[src/rtl/gemm_pkg.sv]
// Shared types and constants for the GEMM result path.
// Holds the packer state encoding and error bit positions.
package gemm_pkg;

  typedef enum logic [1:0] {
    IDLE  = 2'd0,
    RUN   = 2'd1,
    DRAIN = 2'd2,
    DONE  = 2'd3
  } ce_pack_state_t;

  localparam int CE_PACK_ERR_OVF   = 0;
  localparam int CE_PACK_ERR_UNEXP = 1;
  localparam int CE_PACK_ERR_START = 2;

  // Saturating increment: status counters stick at 0xFFFF instead of wrapping.
  function automatic logic [15:0] sat_inc(input logic [15:0] v);
    return (v == 16'hFFFF) ? v : v + 16'd1;
  endfunction

endpackage

[src/rtl/ce_result_packer_if.sv]
// Packed-result output bus from the packer to the tile result FIFO.
// The packer is the master; the downstream FIFO drives i_result_full.
interface ce_result_packer_if #(
    parameter int ELEM_W = 16,
    parameter int PACK_N = 4
);
    logic [PACK_N*ELEM_W-1:0] o_result_data;
    logic [PACK_N-1:0]        o_result_keep;
    logic                     o_result_last;
    logic                     o_result_valid;
    logic                     i_result_full;

    modport master (
        output o_result_data, o_result_keep, o_result_last, o_result_valid,
        input  i_result_full
    );

    modport slave (
        input  o_result_data, o_result_keep, o_result_last, o_result_valid,
        output i_result_full
    );
endinterface

[src/rtl/ce_pack_fifo.sv]
// Show-ahead FIFO with a registered occupancy count.
// A push into a full FIFO is accepted when a pop happens in the same cycle.
module ce_pack_fifo #(
    parameter int W     = 8,
    parameter int DEPTH = 16,
    localparam int AW   = $clog2(DEPTH)
) (
    input  logic          i_clk,
    input  logic          i_reset_n,
    input  logic          i_push,
    input  logic [W-1:0]  i_wdata,
    input  logic          i_pop,
    output logic [W-1:0]  o_rdata,
    output logic [AW:0]   o_count,
    output logic          o_full,
    output logic          o_empty
);
    localparam logic [AW:0] FULL_CNT = (AW+1)'(DEPTH);

    logic [W-1:0]  mem [DEPTH];
    logic [AW-1:0] wr_ptr_q, wr_ptr_d, rd_ptr_q, rd_ptr_d;
    logic [AW:0]   count_q, count_d;
    logic          push_ok, pop_ok;

    assign o_full  = (count_q == FULL_CNT);
    assign o_empty = (count_q == '0);
    assign o_count = count_q;
    assign push_ok = i_push && (!o_full || i_pop);
    assign pop_ok  = i_pop && !o_empty;
    // Gate the head so stale storage never shows on the bus.
    assign o_rdata = o_empty ? '0 : mem[rd_ptr_q];

    always_comb begin
        wr_ptr_d = push_ok ? wr_ptr_q + AW'(1) : wr_ptr_q;
        rd_ptr_d = pop_ok  ? rd_ptr_q + AW'(1) : rd_ptr_q;
        count_d  = count_q + (AW+1)'(push_ok) - (AW+1)'(pop_ok);
    end

    // NOTE: the storage array has no reset; only pointers and count need one.
    always_ff @(posedge i_clk) begin
        if (push_ok) mem[wr_ptr_q] <= i_wdata;
    end

    // NOTE: sequential state is updated with non-blocking assignments only.
    always_ff @(posedge i_clk or negedge i_reset_n) begin
        if (!i_reset_n) begin
            wr_ptr_q <= '0;
            rd_ptr_q <= '0;
            count_q  <= '0;
        end else begin
            wr_ptr_q <= wr_ptr_d;
            rd_ptr_q <= rd_ptr_d;
            count_q  <= count_d;
        end
    end
endmodule

[src/rtl/ce_result_packer.sv]
// Packs PACK_N converter results per word into a FIFO towards the tile result
// FIFO, with early stall, last-word tagging, counters and sticky error flags.
module ce_result_packer
    import gemm_pkg::*;
#(
    parameter int ELEM_W       = 16,
    parameter int PACK_N       = 4,
    parameter int DEPTH        = 16,
    parameter int STALL_MARGIN = 4
) (
    input  logic               i_clk,
    input  logic               i_reset_n,
    input  logic               i_start,
    input  logic [15:0]        i_expected_count,
    input  logic [ELEM_W-1:0]  i_data,
    input  logic               i_valid,
    output logic               o_stall,
    ce_result_packer_if.master res,
    output logic               o_done,
    output logic [2:0]         o_error,
    output logic [15:0]        o_result_count,
    output logic [15:0]        o_word_count,
    output logic [1:0]         o_state
);
    localparam int WORD_W = PACK_N * ELEM_W;
    localparam int FIFO_W = WORD_W + PACK_N + 1;
    localparam int LANE_W = (PACK_N > 1) ? $clog2(PACK_N) : 1;
    localparam int CNT_W  = $clog2(DEPTH) + 1;

    ce_pack_state_t    state_q, state_d;
    logic [15:0]       expected_q, expected_d;
    logic [LANE_W-1:0] lane_q, lane_d;
    logic [WORD_W-1:0] pack_q, pack_d;
    logic [15:0]       result_count_q, result_count_d;
    logic [15:0]       word_count_q, word_count_d;
    logic [2:0]        error_q, error_d;
    logic              done_q, done_d, stall_q, stall_d;

    logic              fifo_push, fifo_full, fifo_empty, pop;
    logic [FIFO_W-1:0] fifo_wdata, fifo_rdata;
    logic [CNT_W-1:0]  fifo_count;
    logic [WORD_W-1:0] merged;
    logic [PACK_N-1:0] keep_new;
    logic              is_last, complete, blocked, going_empty;

    ce_pack_fifo #(.W(FIFO_W), .DEPTH(DEPTH)) u_fifo (
        .i_clk, .i_reset_n,
        .i_push (fifo_push), .i_wdata(fifo_wdata), .i_pop(pop),
        .o_rdata(fifo_rdata), .o_count(fifo_count),
        .o_full (fifo_full), .o_empty(fifo_empty)
    );

    assign pop = !fifo_empty && !res.i_result_full;

    always_comb begin
        // NOTE: every combinational output gets a default first, so no latch is inferred.
        state_d        = state_q;
        expected_d     = expected_q;
        lane_d         = lane_q;
        pack_d         = pack_q;
        result_count_d = result_count_q;
        word_count_d   = pop ? sat_inc(word_count_q) : word_count_q;
        error_d        = error_q;
        done_d         = 1'b0;
        fifo_push      = 1'b0;

        merged = pack_q;
        merged[int'(lane_q)*ELEM_W +: ELEM_W] = i_data;
        for (int i = 0; i < PACK_N; i++) keep_new[i] = (i <= int'(lane_q));
        is_last     = ({1'b0, result_count_q} + 17'd1) == {1'b0, expected_q};
        complete    = (lane_q == LANE_W'(PACK_N - 1)) || is_last;
        blocked     = fifo_full && !pop;
        going_empty = fifo_empty || (fifo_count == CNT_W'(1) && pop);
        fifo_wdata  = {is_last, keep_new, merged};

        unique case (state_q)
            IDLE: if (i_start) begin
                expected_d     = i_expected_count;
                lane_d         = '0;
                pack_d         = '0;
                result_count_d = '0;
                word_count_d   = '0;
                error_d        = '0;
                state_d        = (i_expected_count == '0) ? DONE : RUN;
            end
            RUN: if (i_valid) begin
                if (complete && blocked) begin
                    // Element is lost; pack register keeps its lanes for the retry.
                    error_d[CE_PACK_ERR_OVF] = 1'b1;
                end else begin
                    result_count_d = sat_inc(result_count_q);
                    if (complete) begin
                        fifo_push = 1'b1;
                        pack_d    = '0;
                        lane_d    = '0;
                        if (is_last) state_d = DRAIN;
                    end else begin
                        pack_d = merged;
                        lane_d = lane_q + LANE_W'(1);
                    end
                end
            end
            DRAIN: if (going_empty) state_d = DONE;
            DONE:  state_d = IDLE;
            default: state_d = IDLE;
        endcase

        if (i_valid && state_q != RUN)  error_d[CE_PACK_ERR_UNEXP] = 1'b1;
        if (i_start && state_q != IDLE) error_d[CE_PACK_ERR_START] = 1'b1;

        done_d  = (state_d == DONE);
        stall_d = (int'(fifo_count) + int'(fifo_push) - int'(pop)) >= (DEPTH - STALL_MARGIN);
    end

    always_ff @(posedge i_clk or negedge i_reset_n) begin
        if (!i_reset_n) begin
            state_q        <= IDLE;
            expected_q     <= '0;
            lane_q         <= '0;
            pack_q         <= '0;
            result_count_q <= '0;
            word_count_q   <= '0;
            error_q        <= '0;
            done_q         <= 1'b0;
            stall_q        <= 1'b0;
        end else begin
            state_q        <= state_d;
            expected_q     <= expected_d;
            lane_q         <= lane_d;
            pack_q         <= pack_d;
            result_count_q <= result_count_d;
            word_count_q   <= word_count_d;
            error_q        <= error_d;
            done_q         <= done_d;
            stall_q        <= stall_d;
        end
    end

    assign res.o_result_data  = fifo_rdata[WORD_W-1:0];
    assign res.o_result_keep  = fifo_rdata[WORD_W +: PACK_N];
    assign res.o_result_last  = fifo_rdata[FIFO_W-1];
    assign res.o_result_valid = !fifo_empty;
    assign o_stall            = stall_q;
    assign o_done             = done_q;
    assign o_error            = error_q;
    assign o_result_count     = result_count_q;
    assign o_word_count       = word_count_q;
    assign o_state            = state_q;
endmodule

[src/flat_wrapper.sv]
// flat-port wrapper written by rule: the top's interface ports become plain ports
module ce_result_packer_flat import gemm_pkg::*;
#(
    parameter int ELEM_W       = 16,
    parameter int PACK_N       = 4,
    parameter int DEPTH        = 16,
    parameter int STALL_MARGIN = 4
)
  (i_clk, i_reset_n, i_start, i_expected_count, i_data, i_valid, o_stall, o_done, o_error, o_result_count, o_word_count, o_state, res_o_result_data, res_o_result_keep, res_o_result_last, res_o_result_valid, res_i_result_full);
  ce_result_packer_if #(.ELEM_W(ELEM_W), .PACK_N(PACK_N)) res_i ();
  input  logic i_clk;
  input  logic i_reset_n;
  input  logic i_start;
  input  logic [15:0] i_expected_count;
  input  logic [ELEM_W-1:0] i_data;
  input  logic i_valid;
  output logic o_stall;
  output logic o_done;
  output logic [2:0] o_error;
  output logic [15:0] o_result_count;
  output logic [15:0] o_word_count;
  output logic [1:0] o_state;
  output wire logic [$bits(res_i.o_result_data)-1:0] res_o_result_data;
  output wire logic [$bits(res_i.o_result_keep)-1:0] res_o_result_keep;
  output wire logic [$bits(res_i.o_result_last)-1:0] res_o_result_last;
  output wire logic [$bits(res_i.o_result_valid)-1:0] res_o_result_valid;
  input wire logic [$bits(res_i.i_result_full)-1:0] res_i_result_full;
  assign res_o_result_data = res_i.o_result_data;
  assign res_o_result_keep = res_i.o_result_keep;
  assign res_o_result_last = res_i.o_result_last;
  assign res_o_result_valid = res_i.o_result_valid;
  assign res_i.i_result_full = res_i_result_full;
  ce_result_packer #(.ELEM_W(ELEM_W), .PACK_N(PACK_N), .DEPTH(DEPTH), .STALL_MARGIN(STALL_MARGIN)) u_core (.i_clk(i_clk), .i_reset_n(i_reset_n), .i_start(i_start), .i_expected_count(i_expected_count), .i_data(i_data), .i_valid(i_valid), .o_stall(o_stall), .res(res_i), .o_done(o_done), .o_error(o_error), .o_result_count(o_result_count), .o_word_count(o_word_count), .o_state(o_state));
endmodule
[config.mk]
export PLATFORM = sky130hd
export DESIGN_NAME = ce_result_packer_flat
export DESIGN_NICKNAME = d
export VERILOG_FILES = /design/src/rtl/gemm_pkg.sv /design/src/rtl/ce_result_packer_if.sv /design/src/rtl/ce_pack_fifo.sv /design/src/rtl/ce_result_packer.sv /design/src/flat_wrapper.sv
export SDC_FILE = /design/constraint.sdc
export NUM_CORES = 1
export LEC_CHECK = 0
export BUFFER_PORTS_ARGS = -buffer_cell sky130_fd_sc_hd__buf_2
export CORE_MARGIN = 1.5
export CORE_UTILIZATION = 67
export CTS_BUF_LIST = sky130_fd_sc_hd__clkbuf_16
export CTS_CLUSTER_DIAMETER = 60
export CTS_CLUSTER_SIZE = 16
export DETAILED_ROUTE_END_ITERATION = 8
export MAX_ROUTING_LAYER = met4
export PLACE_DENSITY = 0.95
export SETUP_SLACK_MARGIN = 0.4
export SLEW_MARGIN = 0
export SYNTH_ARGS = -nofsm -noshare
export SYNTH_HDL_FRONTEND = slang
export SYNTH_SLANG_ARGS = --single-unit
[constraint.sdc]
create_clock -name i_clk -period 23.7 [get_ports i_clk]
set_clock_uncertainty 0.15 [all_clocks]
set_input_delay 4.74 -clock i_clk [delete_from_list [all_inputs] [get_ports i_clk]]
set_output_delay 4.74 -clock i_clk [all_outputs]
set_load 0.1 [all_outputs]
After elaboration in Yosys (flattened, before gate mapping)
Memory sizes are Yosys's and may differ from the RTL's.
Index checks and enable logic that the tools add are counted.
Cells by class
  equal/unequal tests: 16
  muxes and demuxes: 42
  reductions and logical operators: 30
  add/subtract/negate cells: 11
  magnitude comparators: 4
  shift-type cells: 2
Operators with widths (count)
  $mux 64: 4
  $mux 16: 8
  $pmux 64 s2: 1
  $mux 69: 1
  $bwmux 64: 1
  $shift 16x33->64 const A: 1
  $shiftx 16x33->64: 1
  $neg 6->33: 1
  $add 16x1->16 const B: 2
  $eq 16x16->1 const B: 2
  $ge 32x5->1 const B: 1
  $pmux 16 s2: 1
  $sub 32x2->32: 1
  $mux 2: 12
  $add 16x1->17 const B: 1
  $eq 17x16->1: 1
  $logic_not 16->1: 1
  $reduce_bool 2->1: 6
  $mux 1: 10
  $add 4x1->4 const B: 2
  $eq 2x2->1 const B: 4
  $logic_and 1x1->1: 8
  $ne 2x2->1 const B: 4
  $pmux 2 s4: 1
  20 further kinds: 30
Word-level totals
  bits of input ports: 37
  bits in writable memories: 1088
  output and inout bits: 109
  register bits after elaboration: 134
  word-level logic and storage cells: 120
  memories kept: 1
Memories
  u_core.u_fifo.mem: words 16, bits a word 68, rd ports 1, clocked after Yosys merged registers in 0, wr ports 1, RTL line ce_pack_fifo.sv:20  | logic [W-1:0] mem [DEPTH];

Longest topological paths before layout
  word-level depth: 12
  mapped depth: 19
  depth with buffers taken out: 19

Hierarchy
Synthesis repeated with hierarchy kept, for this count alone.
Unflattened totals
  cell total of the unflattened synthesis: 2475
  area, all modules: 48677.9 µm²
Modules (own cells, without submodules)
  ce_pack_fifo: area each 41916.5 µm², instances 1, seq. area each 33477.1 µm², cells an instance 1769
  ce_result_packer: area each 6761.5 µm², instances 1, seq. area each 3027.9 µm², cells an instance 706

Worst setup path before layout
No wires, ideal clock.
  path kind: input port to flip-flop
  from: in res_i_result_full
  to: mem u_core.u_fifo.mem[3][0] (netlist name), enable pin
  setup time: 577 ps
  data arrival time: 10307 ps
  path slack: 12666 ps
  buffers on the path: 0
  data required time: 22973 ps
  stages: 6
  cells stage by stage: nand2_1 or3_1 nand2_1 nor3_2 nand2_1 nor3_1
On the way
  word-level cells in the longest chain between the ends: 11
  elaborated cells on any way between the ends: 12
  classes of those cells: mux (5); reduce/logical (7)
RTL lines
  start, declared: RTL line flat_wrapper.sv:27  | input wire logic [$bits(res_i.i_result_full)-1:0] res_i_result_full;
  $logic_not 1->1 (*): RTL line ce_result_packer.sv:53  | assign pop = !fifo_empty && !res.i_result_full;
  $logic_and 1x1->1 (*): RTL line ce_result_packer.sv:53
  $logic_not 1->1: RTL line ce_result_packer.sv:72  | blocked = fifo_full && !pop;
  $logic_and 1x1->1: RTL line ce_result_packer.sv:72
  $logic_and 1x1->1: RTL line ce_result_packer.sv:87  | if (complete && blocked) begin
  $mux 1: RTL line ce_result_packer.sv:87
  $mux 1: RTL line ce_result_packer.sv:86  | RUN: if (i_valid) begin
  $mux 1: RTL line ce_result_packer.sv:76  | unique case (state_q)
  $logic_and 1x1->1 (*): RTL line ce_pack_fifo.sv:28  | assign push_ok = i_push && (!o_full || i_pop);
  $mux 1 (*): RTL line ce_pack_fifo.sv:41  | if (push_ok) mem[wr_ptr_q] <= i_wdata;
  $mux 1 (not written as such) (*): RTL line ce_pack_fifo.sv:41
  end, declared: RTL line ce_pack_fifo.sv:20
Every way passes the cells marked *; elsewhere a longest branch is shown, timed or not.

Final worst setup path
  from: reg u_core.u_fifo.rd_ptr_q[0]
  to: out res_o_result_data[33]
On the way
  word-level cells in the longest chain between the ends: 2
RTL lines
  start, declared: RTL line ce_pack_fifo.sv:21  | logic [AW-1:0] wr_ptr_q, wr_ptr_d, rd_ptr_q, rd_ptr_d;
  start signal, assigned: RTL line ce_pack_fifo.sv:52  | rd_ptr_q <= rd_ptr_d;
  $mem_v2 16x68
  $mux 69: RTL line ce_pack_fifo.sv:31  | assign o_rdata = o_empty ? '0 : mem[rd_ptr_q];
  end, declared: RTL line flat_wrapper.sv:23  | output wire logic [$bits(res_i.o_result_data)-1:0] res_o_result_data;
Every way passes these cells.

==> results.json <==
{
  "regArea_sq_um": 36000,
  "grt_pass1_wl_um": 197000,
  "fp.coreArea_sq_um": 71600,
  "crit_path_end_kind": "output pin",
  "setup_viol": 0,
  "root_buffer": "clkbuf_16",
  "fp.dieArea_sq_um": 74200,
  "post-route-period-util_pct": 43.5,
  "syn_area_per_cell_sq_um": 20.3,
  "nNetsFinal": 2655,
  "grt_max_degree": 125,
  "crit_path_max_fanout": 124,
  "min_path_type": "reg2reg",
  "cellPowerDensity_nw_per_um2": 132,
  "maxSlewHeadroom_pct": 20.4,
  "num_vias": 27400,
  "synth_fp_nets": 2464,
  "ys_top_cells_by_count": "edfxtp_1 (1088), mux4_2 (340), dfrtp_1 (134)",
  "p_leak_nw": 18.2,
  "hold_violations": 0,
  "cts_tree": "built",
  "holdWs_ns": 0.362,
  "synth_area_leaders": "edfxtp_1 (67%), mux4_2 (16%), dfrtp_1 (6.9%), a22o_1 (1.5%), nand2_1 (0.99%)",
  "io_buffers": 145,
  "gp_congestion": 0.899,
  "fmax_mhz": 97.1,
  "io_pins": 146,
  "worst_pin_slew_ns": 1.19,
  "clk_path_buf_depth": 3,
  "worst_skew_pair.late_latency_ns": 0.67,
  "placed_area_sq_um": 50700,
  "post_cts_buffers": 0,
  "ctsResizeCount": 0,
  "critical_path_arrival_ns": 5.41,
  "vias_per_cell": 7.56,
  "dr.first_iter.drc_count": 4610,
  "worst_ir_drop_vdd_mv": 0.146,
  "crit_type": "reg2out",
  "grt_overflow": 0,
  "syn_area_sq_um": 48600,
  "drt_wl_total_um": 137000,
  "dp.cells": 3444,
  "yosys.area.top_type_share_pct": 67.2,
  "critPathLaunchType": "flop",
  "yosysMostFrequentCell": "edfxtp_1",
  "whs_path_depth": 2,
  "final_util_pct": 74.6,
  "postCtsHoldBufs": 0,
  "cp.required_ns": 18.81,
  "die_h_um": 272,
  "synth_edf_count": 1088,
  "path_clk_slew_ns": 0.07,
  "layout-drive-gt1-share_pct": 27.1,
  "numCtsBuffers": 89,
  "seq_area_frac_synth_pct": 74.1,
  "wl_per_cell_um": 37.9,
  "rows": 98,
  "async_flop_share_pct": 11.0,
  "outcome": "finished clean",
  "cts.sinks": 1222,
  "yosysWarnings": 0,
  "ys_types": 62,
  "drt_pre_antenna_iters": 6,
  "slew_violations": 0,
  "multi_input_area_sq_um": 11900,
  "hpwl_um": 69400,
  "area_delta_synth_final_pct": 9.95,
  "period_needed_ns": 10.30,
  "ant_nets": 0,
  "htreeDepth": 3,
  "ys_ff_latch": 1222,
  "grt_pass1_vias": 28100,
  "num-fill-cells": 3584,
  "antenna_found_initial": 10,
  "start_util_pct": 67.9,
  "post-route-cell-area_sq_um": 53500,
  "synth_ff_type": "edfxtp_1",
  "final_cells": 3626,
  "fin_setup_tns_ns": 0,
  "syn-instance-count": 2398,
  "reg2regPathDepth": 11,
  "die_w_um": 272,
  "grt_usage_pct": 39.3,
  "drv_cap": 0,
  "yosys.area.top_type": "edfxtp_1",
  "rsz0062_at_grt": "no",
  "drc_errors": 0
}
-- per-stage QoR --
stage,worst slack [ns],power (mW)
final,13.40,7.06
after global routing,13.02,7.22
after CTS,13.28,7.05
after detailed placement,14.11,5.56
after global placement,14.29,5.44
after floorplan,12.67,4.95
-- sequential cells by signal (all words and copies together) (netlist names) --
name and flops:
u_core.expected_q 16, u_core.lane_q 2, u_core.o_done 1, u_core.o_error 3
u_core.o_result_count 16, u_core.o_stall 1, u_core.o_state 2, u_core.o_word_count 16
u_core.pack_q 64, u_core.u_fifo.mem 1088, u_core.u_fifo.o_count 5, u_core.u_fifo.rd_ptr_q 4
u_core.u_fifo.wr_ptr_q 4
-- final timing paths --
path                                                       start                                     to  slack (ns)
min                                u_core.o_error[2]$_DFFE_PN0P_          u_core.o_error[2]$_DFFE_PN0P_        0.36
min reg2reg                        u_core.o_error[2]$_DFFE_PN0P_          u_core.o_error[2]$_DFFE_PN0P_        0.36
max reg2reg                 u_core.o_result_count[0]$_DFFE_PN0P_    u_core.u_fifo.mem[11][58]$_DFFE_PP_       17.40
min in group asynchronous                              i_reset_n       u_core.o_word_count[1]$_DFF_PN0_        3.90
max in group asynchronous                              i_reset_n  u_core.u_fifo.rd_ptr_q[0]$_DFFE_PN0P_       17.85
max                        u_core.u_fifo.rd_ptr_q[0]$_DFFE_PN0P_                  res_o_result_data[33]       13.40
-- per-layer routing --
layer,GRT usage [%],routed length (um),vias up
met3,8.61,15700,739
li1,-,-,10100
met5,-,0,-
met1,46.7,42700,13800
met4,25.8,11600,0
met2,61.4,67400,2750
-- final cells by class --
cell class / count / area share, %
diodes: 13 / 0.0609
well taps: 950 / 2.22
multi-input cells: 968 / 22.2
clock buffers: 90 / 4.21
flip-flops and latches: 1222 / 67.4
inverters: 74 / 0.520
repair buffers: 234 / 2.64
clock inverters: 75 / 0.747
-- placed cells by master, fill, tap and decap left out, types with 7 or more instances in the layout --
cell          n
nor2_1       27
buf_2       144
o211ai_1     15
ha_1         28
buf_4        88
nor3_1       11
nor2_4       12
nand4_1      13
a21oi_1       9
nor2b_1      72
and3_1       11
inv_1       130
o31ai_1      12
nor3_2        7
nand3_1      16
edfxtp_1   1088
clkbuf_16    90
o21ai_0      53
a22o_1       82
dfrtp_1     130
xor2_1       15
o21ai_1       7
or3_1        13
nand2_1     128
nor4_1        9
mux4_2      340
diode_2      13
xnor2_1      27
-- worst max-delay path: stages (launching register included) --
cell and delay [ns]:
dfrtp_4 0.98, buf_12 0.82, buf_4 1.06, mux4_2 0.73, mux4_2 0.49, nor2b_1 0.19
buf_2 0.34
-- where the power goes --
part           internal [mW]  total (mW)  switching [mW]
combinational          0.875        2.88            2.01
sequential              2.56        2.72           0.164
clock                  0.707        1.46           0.754
-- cell families (layout without fill, tap and decap cells) --
| logic type | Yosys count | count (layout) | synth area share, % |
|---|---|---|---|
| AO/OA/AOI/OAI | 202 | 202 | 2.99 |
| flip-flops | 1222 | 1222 | 74.1 |
| XOR/XNOR | 42 | 42 | 0.757 |
| multiplexers | 347 | 347 | 15.9 |
| other | 0 | 13 | 0 |
| adder cells (fa/ha/maj) | 30 | 30 | 0.782 |
| AND/OR/NAND/NOR | 347 | 347 | 3.68 |
| buffers and inverters | 208 | 473 | 1.79 |
No activity file was read; power rests on OpenSTA's default activity.
